$ cat src/rtl/mode_pkg.sv
// Shared mode codes, initiator state encoding and feedback helpers for the
// mode-selection initiator.
package mode_pkg;

    localparam logic [1:0] MODE_NONE   = 2'b00;
    localparam logic [1:0] MODE_LEARN  = 2'b01;
    localparam logic [1:0] MODE_ASSESS = 2'b10;
    localparam logic [1:0] MODE_GAME   = 2'b11;

    typedef enum logic [2:0] {
        IDLE,
        ISSUE,
        WAIT_ACK,
        DONE,
        ERROR
    } init_state_t;

    // Feedback order is {l_m, a_m, g_m}.
    function automatic logic [2:0] expected_fb(input logic [1:0] mode);
        logic [2:0] fb;
        case (mode)
            MODE_LEARN:  fb = 3'b100;
            MODE_ASSESS: fb = 3'b010;
            MODE_GAME:   fb = 3'b001;
            default:     fb = 3'b000;
        endcase
        return fb;
    endfunction

    // True when the responder claims more than one mode at once.
    function automatic logic multi_hot(input logic [2:0] fb);
        return (fb[2] & fb[1]) | (fb[2] & fb[0]) | (fb[1] & fb[0]);
    endfunction

    // Candidate cycling skips MODE_NONE.
    function automatic logic [1:0] next_cand(input logic [1:0] mode);
        return (mode == MODE_GAME) ? MODE_LEARN : mode + 2'b01;
    endfunction

endpackage

$ cat src/rtl/btn_debounce.sv
// Counts consecutive high samples of a raw button and emits exactly one
// registered press pulse per hold once DEBOUNCE_CYCLES samples are seen.
module btn_debounce #(
    parameter int DEBOUNCE_CYCLES = 4
) (
    input  logic clk,
    input  logic rst,
    input  logic raw,
    output logic press
);

    localparam int CW = $clog2(DEBOUNCE_CYCLES + 1);
    localparam logic [CW-1:0] CNT_MAX  = CW'(DEBOUNCE_CYCLES);
    localparam logic [CW-1:0] CNT_FIRE = CW'(DEBOUNCE_CYCLES - 1);

    logic [CW-1:0] cnt;

    // NOTE: state registers use <= so every flop samples pre-edge values;
    // blocking assignments here would make cnt and press order-dependent.
    always_ff @(posedge clk) begin
        if (rst) begin
            cnt   <= '0;
            press <= 1'b0;
        end else begin
            // Fires only on the step into CNT_MAX; saturation blocks repeats.
            press <= raw && (cnt == CNT_FIRE);
            if (!raw) begin
                cnt <= '0;
            end else if (cnt != CNT_MAX) begin
                cnt <= cnt + CW'(1);
            end
        end
    end

endmodule

$ cat src/rtl/mode_request_initiator.sv
// Button-driven initiator: debounces the trainer buttons, issues a one-cycle
// load request to the mode-selection responder and checks its feedback.
module mode_request_initiator
    import mode_pkg::*;
#(
    parameter int DEBOUNCE_CYCLES = 4,
    parameter int ACK_TIMEOUT     = 8,
    parameter int MAX_RETRY       = 2
) (
    input  logic       clk,
    input  logic       rst,
    input  logic       btn_next,
    input  logic       btn_confirm,
    input  logic       btn_clear,
    input  logic       l_m,
    input  logic       a_m,
    input  logic       g_m,
    output logic       mode_selector,
    output logic       pass_load,
    output logic [1:0] mode_ip,
    output logic [1:0] cand_mode,
    output logic       busy,
    output logic       done,
    output logic       err
);

    localparam int TW = $clog2(ACK_TIMEOUT + 1);
    localparam int RW = (MAX_RETRY < 1) ? 1 : $clog2(MAX_RETRY + 1);
    localparam logic [TW-1:0] TIMER_LAST = TW'(ACK_TIMEOUT - 1);
    localparam logic [RW-1:0] RETRY_MAX  = RW'(MAX_RETRY);

    logic press_next;
    logic press_confirm;
    logic press_clear;

    btn_debounce #(.DEBOUNCE_CYCLES(DEBOUNCE_CYCLES)) u_db_next (
        .clk   (clk),
        .rst   (rst),
        .raw   (btn_next),
        .press (press_next)
    );

    btn_debounce #(.DEBOUNCE_CYCLES(DEBOUNCE_CYCLES)) u_db_confirm (
        .clk   (clk),
        .rst   (rst),
        .raw   (btn_confirm),
        .press (press_confirm)
    );

    btn_debounce #(.DEBOUNCE_CYCLES(DEBOUNCE_CYCLES)) u_db_clear (
        .clk   (clk),
        .rst   (rst),
        .raw   (btn_clear),
        .press (press_clear)
    );

    init_state_t   state, state_d;
    logic [1:0]    req, req_d;
    logic [1:0]    cand, cand_d;
    logic [TW-1:0] timer, timer_d;
    logic [RW-1:0] retry, retry_d;
    logic [2:0]    fb;

    assign fb        = {l_m, a_m, g_m};
    assign cand_mode = cand;

    always_ff @(posedge clk) begin
        if (rst) begin
            state <= IDLE;
            req   <= MODE_NONE;
            cand  <= MODE_LEARN;
            timer <= '0;
            retry <= '0;
        end else begin
            state <= state_d;
            req   <= req_d;
            cand  <= cand_d;
            timer <= timer_d;
            retry <= retry_d;
        end
    end

    // NOTE: every signal written here gets a default first, so no path
    // through the case can leave one unassigned and infer a latch.
    always_comb begin
        state_d       = state;
        req_d         = req;
        cand_d        = cand;
        timer_d       = timer;
        retry_d       = retry;
        mode_selector = 1'b0;
        pass_load     = 1'b0;
        mode_ip       = MODE_NONE;
        busy          = 1'b0;
        done          = 1'b0;
        err           = 1'b0;

        case (state)
            IDLE: begin
                // clear > confirm > next; lower-priority pulses are dropped.
                if (press_clear) begin
                    req_d   = MODE_NONE;
                    retry_d = '0;
                    state_d = ISSUE;
                end else if (press_confirm) begin
                    req_d   = cand;
                    retry_d = '0;
                    state_d = ISSUE;
                end else if (press_next) begin
                    cand_d = next_cand(cand);
                end
            end

            ISSUE: begin
                mode_selector = 1'b1;
                pass_load     = 1'b1;
                mode_ip       = req;
                busy          = 1'b1;
                timer_d       = '0;
                state_d       = WAIT_ACK;
            end

            WAIT_ACK: begin
                mode_selector = 1'b1;
                mode_ip       = req;
                busy          = 1'b1;
                // A contradictory responder outranks both match and timeout.
                if (multi_hot(fb)) begin
                    state_d = ERROR;
                end else if (fb == expected_fb(req)) begin
                    state_d = DONE;
                end else if (timer == TIMER_LAST) begin
                    if (retry < RETRY_MAX) begin
                        retry_d = retry + RW'(1);
                        state_d = ISSUE;
                    end else begin
                        state_d = ERROR;
                    end
                end else begin
                    timer_d = timer + TW'(1);
                end
            end

            DONE: begin
                done    = 1'b1;
                retry_d = '0;
                state_d = IDLE;
            end

            ERROR: begin
                err = 1'b1;
                if (press_clear) begin
                    state_d = IDLE;
                end
            end

            default: begin
                state_d = IDLE;
            end
        endcase
    end

endmodule

$ cat config.mk
export PLATFORM = sky130hd
export DESIGN_NAME = mode_request_initiator
export DESIGN_NICKNAME = d
export VERILOG_FILES = /design/src/rtl/mode_pkg.sv /design/src/rtl/btn_debounce.sv /design/src/rtl/mode_request_initiator.sv
export SDC_FILE = /design/constraint.sdc
export NUM_CORES = 1
export LEC_CHECK = 0
export ABC_CLOCK_PERIOD_IN_PS = 1700
export CAP_MARGIN = 20
export CORE_ASPECT_RATIO = 1.1
export CORE_MARGIN = 2
export CORE_UTILIZATION = 23
export DETAILED_ROUTE_END_ITERATION = 8
export GPL_TIMING_DRIVEN = 0
export PLACE_DENSITY_LB_ADDON = 0.08
export SLEW_MARGIN = 20
export SYNTH_ARGS = -nofsm -noshare
export SYNTH_HDL_FRONTEND = slang
export SYNTH_SLANG_ARGS = --single-unit
$ cat constraint.sdc
create_clock -name clk -period 1.7 [get_ports clk]
set_input_delay 0.17 -clock clk [delete_from_list [all_inputs] [get_ports clk]]
set_output_delay 0.17 -clock clk [all_outputs]
set_load 0.01 [all_outputs]
==> results of run 1 <==
## logic make-up (layout without fill, tap and decap cells)
family,after synthesis,after routing,share of synthesized area (%)
buf+inv,26,49,7.74
flops,25,25,36.0
mux,1,1,0.720
fa+ha+maj,12,12,10.6
xor+xnor,6,6,3.78
simple gates,64,64,23.8
compound gates,36,36,17.4
## power breakdown
part | total (W) | internal, W | switching (W)
logic | 0.0000836 | 0.0000348 | 0.0000488
registers | 0.000599 | 0.000592 | 0.00000704
clock network | 0.000379 | 0.000172 | 0.000207
## layout make-up
class / instances / area share, %
Sequential cell: 25 / 28.4
Inverter: 17 / 3.71
Clock inverter: 1 / 0.490
Buffer: 8 / 3.43
Clock buffer: 3 / 2.31
Timing Repair Buffer: 20 / 9.31
Multi-Input combinational cell: 119 / 46.9
Tap cell: 77 / 5.39
## worst max-delay path: cells and delay by family (launching register included)
kind | cells | cell delay, ns
AO/OA/AOI/OAI | 3 | 0.83
buffers and inverters | 1 | 0.11
flip-flops | 1 | 0.33
AND/OR/NAND/NOR | 2 | 0.30
## metal layers
metal | global-route usage, % | routed length, µm | up-vias
li1 | - | - | 642
met1 | 11.3 | 1440 | 576
met5 | 0 | 0 | -
met2 | 17.6 | 1590 | 17
met4 | 3.83 | 44 | 0
met3 | 1.79 | 103 | 5
## Yosys cell counts (all sizes together) (4+ instances only)
library cell,number
dfxtp,25
inv,17
nand2,16
a21oi,14
nor2,12
ha,11
nand3,7
nor3,7
and3,6
buf,6
o21ai,6
xnor2,5
nor3b,4
## registers in the layout (all words and copies together) (netlist names)
| signal | count |
|---|---|
| u_db_clear.press | 1 |
| u_db_confirm.cnt | 3 |
| state | 3 |
| retry | 2 |
| cand_mode | 2 |
| req | 2 |
| u_db_clear.cnt | 3 |
| timer | 4 |
| u_db_confirm.press | 1 |
| u_db_next.press | 1 |
| u_db_next.cnt | 3 |
## what timing repair did
item                       CTS  global route
setup endpoints to repair   10             9
gates cloned                 0             1
pin swaps                    4             5
buffers inserted             5             0
gates resized for setup     27            14
hold buffers                 0             0
## per-stage QoR
| step | worst slack, ns | power [W] | hold WS [ns] | utilization, % | TNS (ns) |
|---|---|---|---|---|---|
| 3_5_place_dp | -0.440 | 0.000696 | 0.467 | 28.0 | -2.77 |
| 3_3_place_gp | -0.437 | 0.000693 | 0.470 | 28.0 | -2.80 |
| 5_1_grt | -0.0522 | 0.00112 | 0.343 | 30.8 | -0.108 |
| 4_1_cts | 0.00112 | 0.00108 | 0.305 | 30.3 | 0 |
| 2_1_floorplan | 0.0656 | 0.000663 | 0.329 | - | 0 |
| 6_report | 0.0386 | 0.00106 | 0.286 | 30.8 | 0 |
## worst max-delay path by stage
stage	depth (start not counted)	end	slack, ns
after floorplan	6	timer[2]	0.07
final	6	retry[0]	0.04
after global placement	6	timer[2]	-0.44
after CTS	7	mode_selector	0.001
after global routing	6	timer[0]	-0.05
after detailed placement	6	timer[2]	-0.44
==> impl_metrics.json, run 1 <==
{
  "outcome": "finished, final reports clean",
  "seq_area_frac_synth_pct": 36.0,
  "yosysTopAreaCell": "dfxtp_1",
  "p_leak_nw": 0.734,
  "dieArea_mm2": 0.00668,
  "rows": 29,
  "grt_usage_pct": 9.75,
  "min_to": "req[1]",
  "die_x_um": 78.1,
  "multiInputGateArea_um2": 838,
  "grt_antenna_before_repair": 0,
  "skew_ns": 0.0128,
  "regArea_um2": 508,
  "max_clock_freq_mhz": 602,
  "pin_count": 17,
  "grt_pass1_vias": 1218,
  "portBuffers": 14,
  "power.density_mw_per_mm2": 594,
  "avgSynthCellArea_um2": 8.18,
  "core_area_mm2": 0.00581,
  "endpoint_kind": "flip-flop",
  "yosys_warnings": 0,
  "reg2reg_from": "req[0]",
  "post-route-period-util_pct": 97.7,
  "ys_ff_latch": 25,
  "crit_type": "flip-flop to flip-flop",
  "initial_utilization_pct": 23.9,
  "layout_commonest_cell": "dfxtp_1",
  "insertion_delay_ns": 0.28,
  "fillers": 616,
  "whs_path_depth": 2,
  "ant_nets": 0,
  "stdcell_area_mm2": 0.00179,
  "arrival_ns": 1.86,
  "num_antenna_cells": 0,
  "path_max_fanout": 4,
  "area_delta_synth_final_pct": 28.5,
  "hold_viol": 0,
  "synth.area.top_cells": "dfxtp_1, ha_1, a21oi_1",
  "reg2reg_slack_ns": 0.04,
  "ir_worst_vdd_mv": 0.264,
  "relSlewSlack_pct": 64.4,
  "startpoint_type": "flip-flop",
  "worstRegToRegCells": 6,
  "synth_area_mm2": 0.00139,
  "ys_types": 41,
  "worst-slew-pin-transition_ns": 0.534,
  "worstHoldStart": "rst",
  "finalSetupViolCount": 0,
  "fin_cells": 270,
  "cp.required_ns": 1.90,
  "clock_path_buffers": 2,
  "layout_common_cells": "dfxtp_1, inv_1, nand2_1, a21oi_1",
  "wl_per_cell_um": 11.8,
  "maxCapViolations": 0,
  "drt-pass1-iter-count": 4,
  "clk_pin_slew_worst_paths_ns": 0.10,
  "syn-num-nets": 189,
  "grt_first_pass_wirelength_mm": 5.29,
  "max_stage_delay_ns": 0.37,
  "cts_tree": "yes",
  "vias_per_cell": 4.59,
  "synth_edf_count": 0,
  "root_buffer": "clkbuf_8",
  "layout-drive-gt1-share_pct": 17.1,
  "grt_max_degree": 17,
  "finalWirelength_mm": 3.17,
  "reg2reg_to": "retry[0]",
  "routabilityCongestion": 0.748,
  "critPathLaunch": "req[0]",
  "synthArstFlopShare_pct": 0,
  "rsz0062_at_grt": "true",
  "place_inst": 261,
  "drtIter0Drc": 79,
  "worstHoldPathType": "input pin to flip-flop",
  "drc": 0,
  "overflow": 0,
  "cts_buffers": 3,
  "fp.dieH_um": 85.5,
  "nets": 213,
  "slew_viol_final": 0,
  "dp_hpwl_mm": 2.37,
  "slowest_stage": "a311oi_2",
  "cts_sinks": 25,
  "h-tree-depth": 1,
  "ys.flop_type": "dfxtp_1",
  "crit_chain": "buf_6, nor3b_1, a311oi_2, nand2_1, a221o_1, a21oi_1",
  "syn_inst": 170,
  "fin_crit_ns": 1.66,
  "synth_top_area_share_pct": 36.0,
  "placed_area_mm2": 0.00163,
  "vias": 1240
}
Power figures use the tool's default switching activity.
==> inputs of run 2 (changes only) <==
CORE_MARGIN = default   (was 2)
==> run 2 against run 1 <==
Net effect:
- clock power shrank 5.3%
- global-route usage up 0.97 points
- utilization up 0.30 points
- cell count is 0.37% lower
- critical path depth is 1 higher
==> impl_metrics.json, run 2 (synthesis results as in run 1) <==
{
  "vias": 1242,
  "cp.required_ns": 1.86,
  "worstRegToRegCells": 7,
  "stdcell_area_mm2": 0.00180,
  "crit_chain": "buf_6, nor4b_4, a311oi_2, buf_4, nand2_2, o22ai_2, a311o_1",
  "pin_count": 17,
  "dieArea_mm2": 0.00636,
  "slew_viol_final": 0,
  "drt-pass1-iter-count": 4,
  "max_clock_freq_mhz": 607,
  "power.density_mw_per_mm2": 579,
  "cts_buffers": 3,
  "startpoint_type": "flip-flop",
  "cts_hold_buffers": 0,
  "grt_antenna_before_repair": 0,
  "layout_commonest_cell": "dfxtp_1",
  "max_flop_register": "timer",
  "routed-wl-met2_mm": 1.63,
  "power_frac_comb_pct": 8.5,
  "place_inst": 261,
  "setup_ws_ns": 0.0538,
  "grt_first_pass_wirelength_mm": 5.49,
  "rows": 29,
  "max_stage_delay_ns": 0.35,
  "fp.dieH_um": 83.5,
  "arrival_ns": 1.81,
  "ir_worst_vdd_mv": 0.231,
  "grt_max_degree": 15,
  "crit_type": "flip-flop to flip-flop",
  "p_int_w": 0.000791,
  "largest_reg_flops": 4,
  "wl_met3_um": 106,
  "worst-slew-pin-transition_ns": 0.572,
  "relSlewSlack_pct": 61.5,
  "cts_sinks": 25,
  "switchingPower_w": 0.000254,
  "p_sw_share_pct": 24.3,
  "placed_area_mm2": 0.00163,
  "post-place-ws_ns": -0.489,
  "whs_path_depth": 2,
  "post-route-period-util_pct": 96.8,
  "fin_cells": 269,
  "portBuffers": 14,
  "ant_nets": 0,
  "area_delta_synth_final_pct": 29.8,
  "fin_util_pct": 31.1,
  "die_x_um": 76.1,
  "outcome": "finished, final reports clean",
  "routabilityCongestion": 0.787,
  "skew_ns": 0.00573,
  "routed.top_layer": "met4",
  "hold_viol": 0,
  "wl_met1_mm": 1.43,
  "initial_utilization_pct": 23.9,
  "layout-drive-gt1-share_pct": 17.7,
  "root_buffer": "clkbuf_8",
  "rsz0062_at_grt": "true",
  "finalWirelength_mm": 3.24,
  "endpoint_kind": "flip-flop",
  "h-tree-depth": 1,
  "nets": 212,
  "insertion_delay_ns": 0.27,
  "clock_path_buffers": 2,
  "finalSetupViolCount": 0,
  "p_clk_share_pct": 34.4,
  "clk_pin_slew_worst_paths_ns": 0.09,
  "seqPwrFrac_pct": 57.2,
  "fin_crit_ns": 1.65,
  "maxCapViolations": 0,
  "slowest_stage": "a311o_1",
  "grt_pass1_vias": 1229,
  "worstHoldPathType": "input pin to flip-flop",
  "vias_per_cell": 4.62,
  "num_antenna_cells": 0,
  "grt_usage_pct": 10.7,
  "p_leak_nw": 0.750,
  "drtIter0Drc": 49,
  "fillers": 637,
  "layout_common_cells": "dfxtp_1, inv_1, nand2_1, a21oi_1, ha_1",
  "drc": 0,
  "wl_per_cell_um": 12.0,
  "core_area_mm2": 0.00581,
  "dp_hpwl_mm": 2.45,
  "path_max_fanout": 8,
  "overflow": 0,
  "cts_tree": "yes",
  "timing.hold.ws_ns": 0.297
}
run 2: changes by cell type in the layout (fill, tap and decap cells not counted), sizes merged:
cell | previous run | this run
inv | 18 | 17
clkinv | 0 | 1
dlygate4sd2 | 5 | 6
clkbuf | 7 | 5
buf | 12 | 11
dlymetal6s2s | 0 | 1
run 2: final cells by class:
class	instances	area (µm²)	share of cell area [%]
Tap cell	77	96.3	5.34
Sequential cell	25	510	28.3
Inverter	17	66.3	3.68
Timing Repair Buffer	20	180	9.99
Clock inverter	1	5.00	0.277
Clock buffer	3	41.3	2.29
Buffer	7	50.0	2.77
Multi-Input combinational cell	119	855	47.4
run 2: through the flow:
stage	total power [W]	TNS [ns]
floorplan	0.000663	0
global placement	0.000692	-2.45
detailed placement	0.000696	-2.77
CTS	0.00107	0
global route	0.00110	-0.256
finish	0.00104	0
run 2: per-layer routing:
layer / vias to the layer above / GRT usage (%)
li1: 641 / -
met1: 573 / 12.0
met2: 21 / 19.1
met3: 7 / 2.19
met4: 0 / 5.59
met5: - / 0
run 2: critical path, delay by kind of cell (launching register included):
kind                   cells  cell delay [ns]
buffers and inverters      2             0.31
flip-flops                 1             0.33
AO/OA/AOI/OAI              3             0.54
AND/OR/NAND/NOR            2             0.36
run 2: timing repair:
action / in CTS / in global routing
setup endpoints to repair: 9 / 10
resized for setup: 26 / 15
pin swaps: 4 / 3
buffers inserted: 4 / 2
run 2: worst paths after layout:
check | startpoint | to | slack, ns
setup reg to reg | req[1] | timer[2] | 0.05
hold / removal | rst | cand_mode[1] | 0.30
hold reg to reg | u_db_next.cnt[2] | u_db_next.cnt[1] | 0.49
setup / recovery | req[1] | timer[2] | 0.05
run 2: power groups by stage:
| stage | Clock, W | Sequential (W) | Combinational, W |
|---|---|---|---|
| 2_1_floorplan | 0 | 0.000612 | 0.0000508 |
| 3_3_place_gp | 0 | 0.000613 | 0.0000787 |
| 3_5_place_dp | 0 | 0.000614 | 0.0000821 |
| 4_1_cts | 0.000380 | 0.000599 | 0.0000867 |
| 5_1_grt | 0.000405 | 0.000599 | 0.0000999 |
| 6_report | 0.000359 | 0.000597 | 0.0000883 |
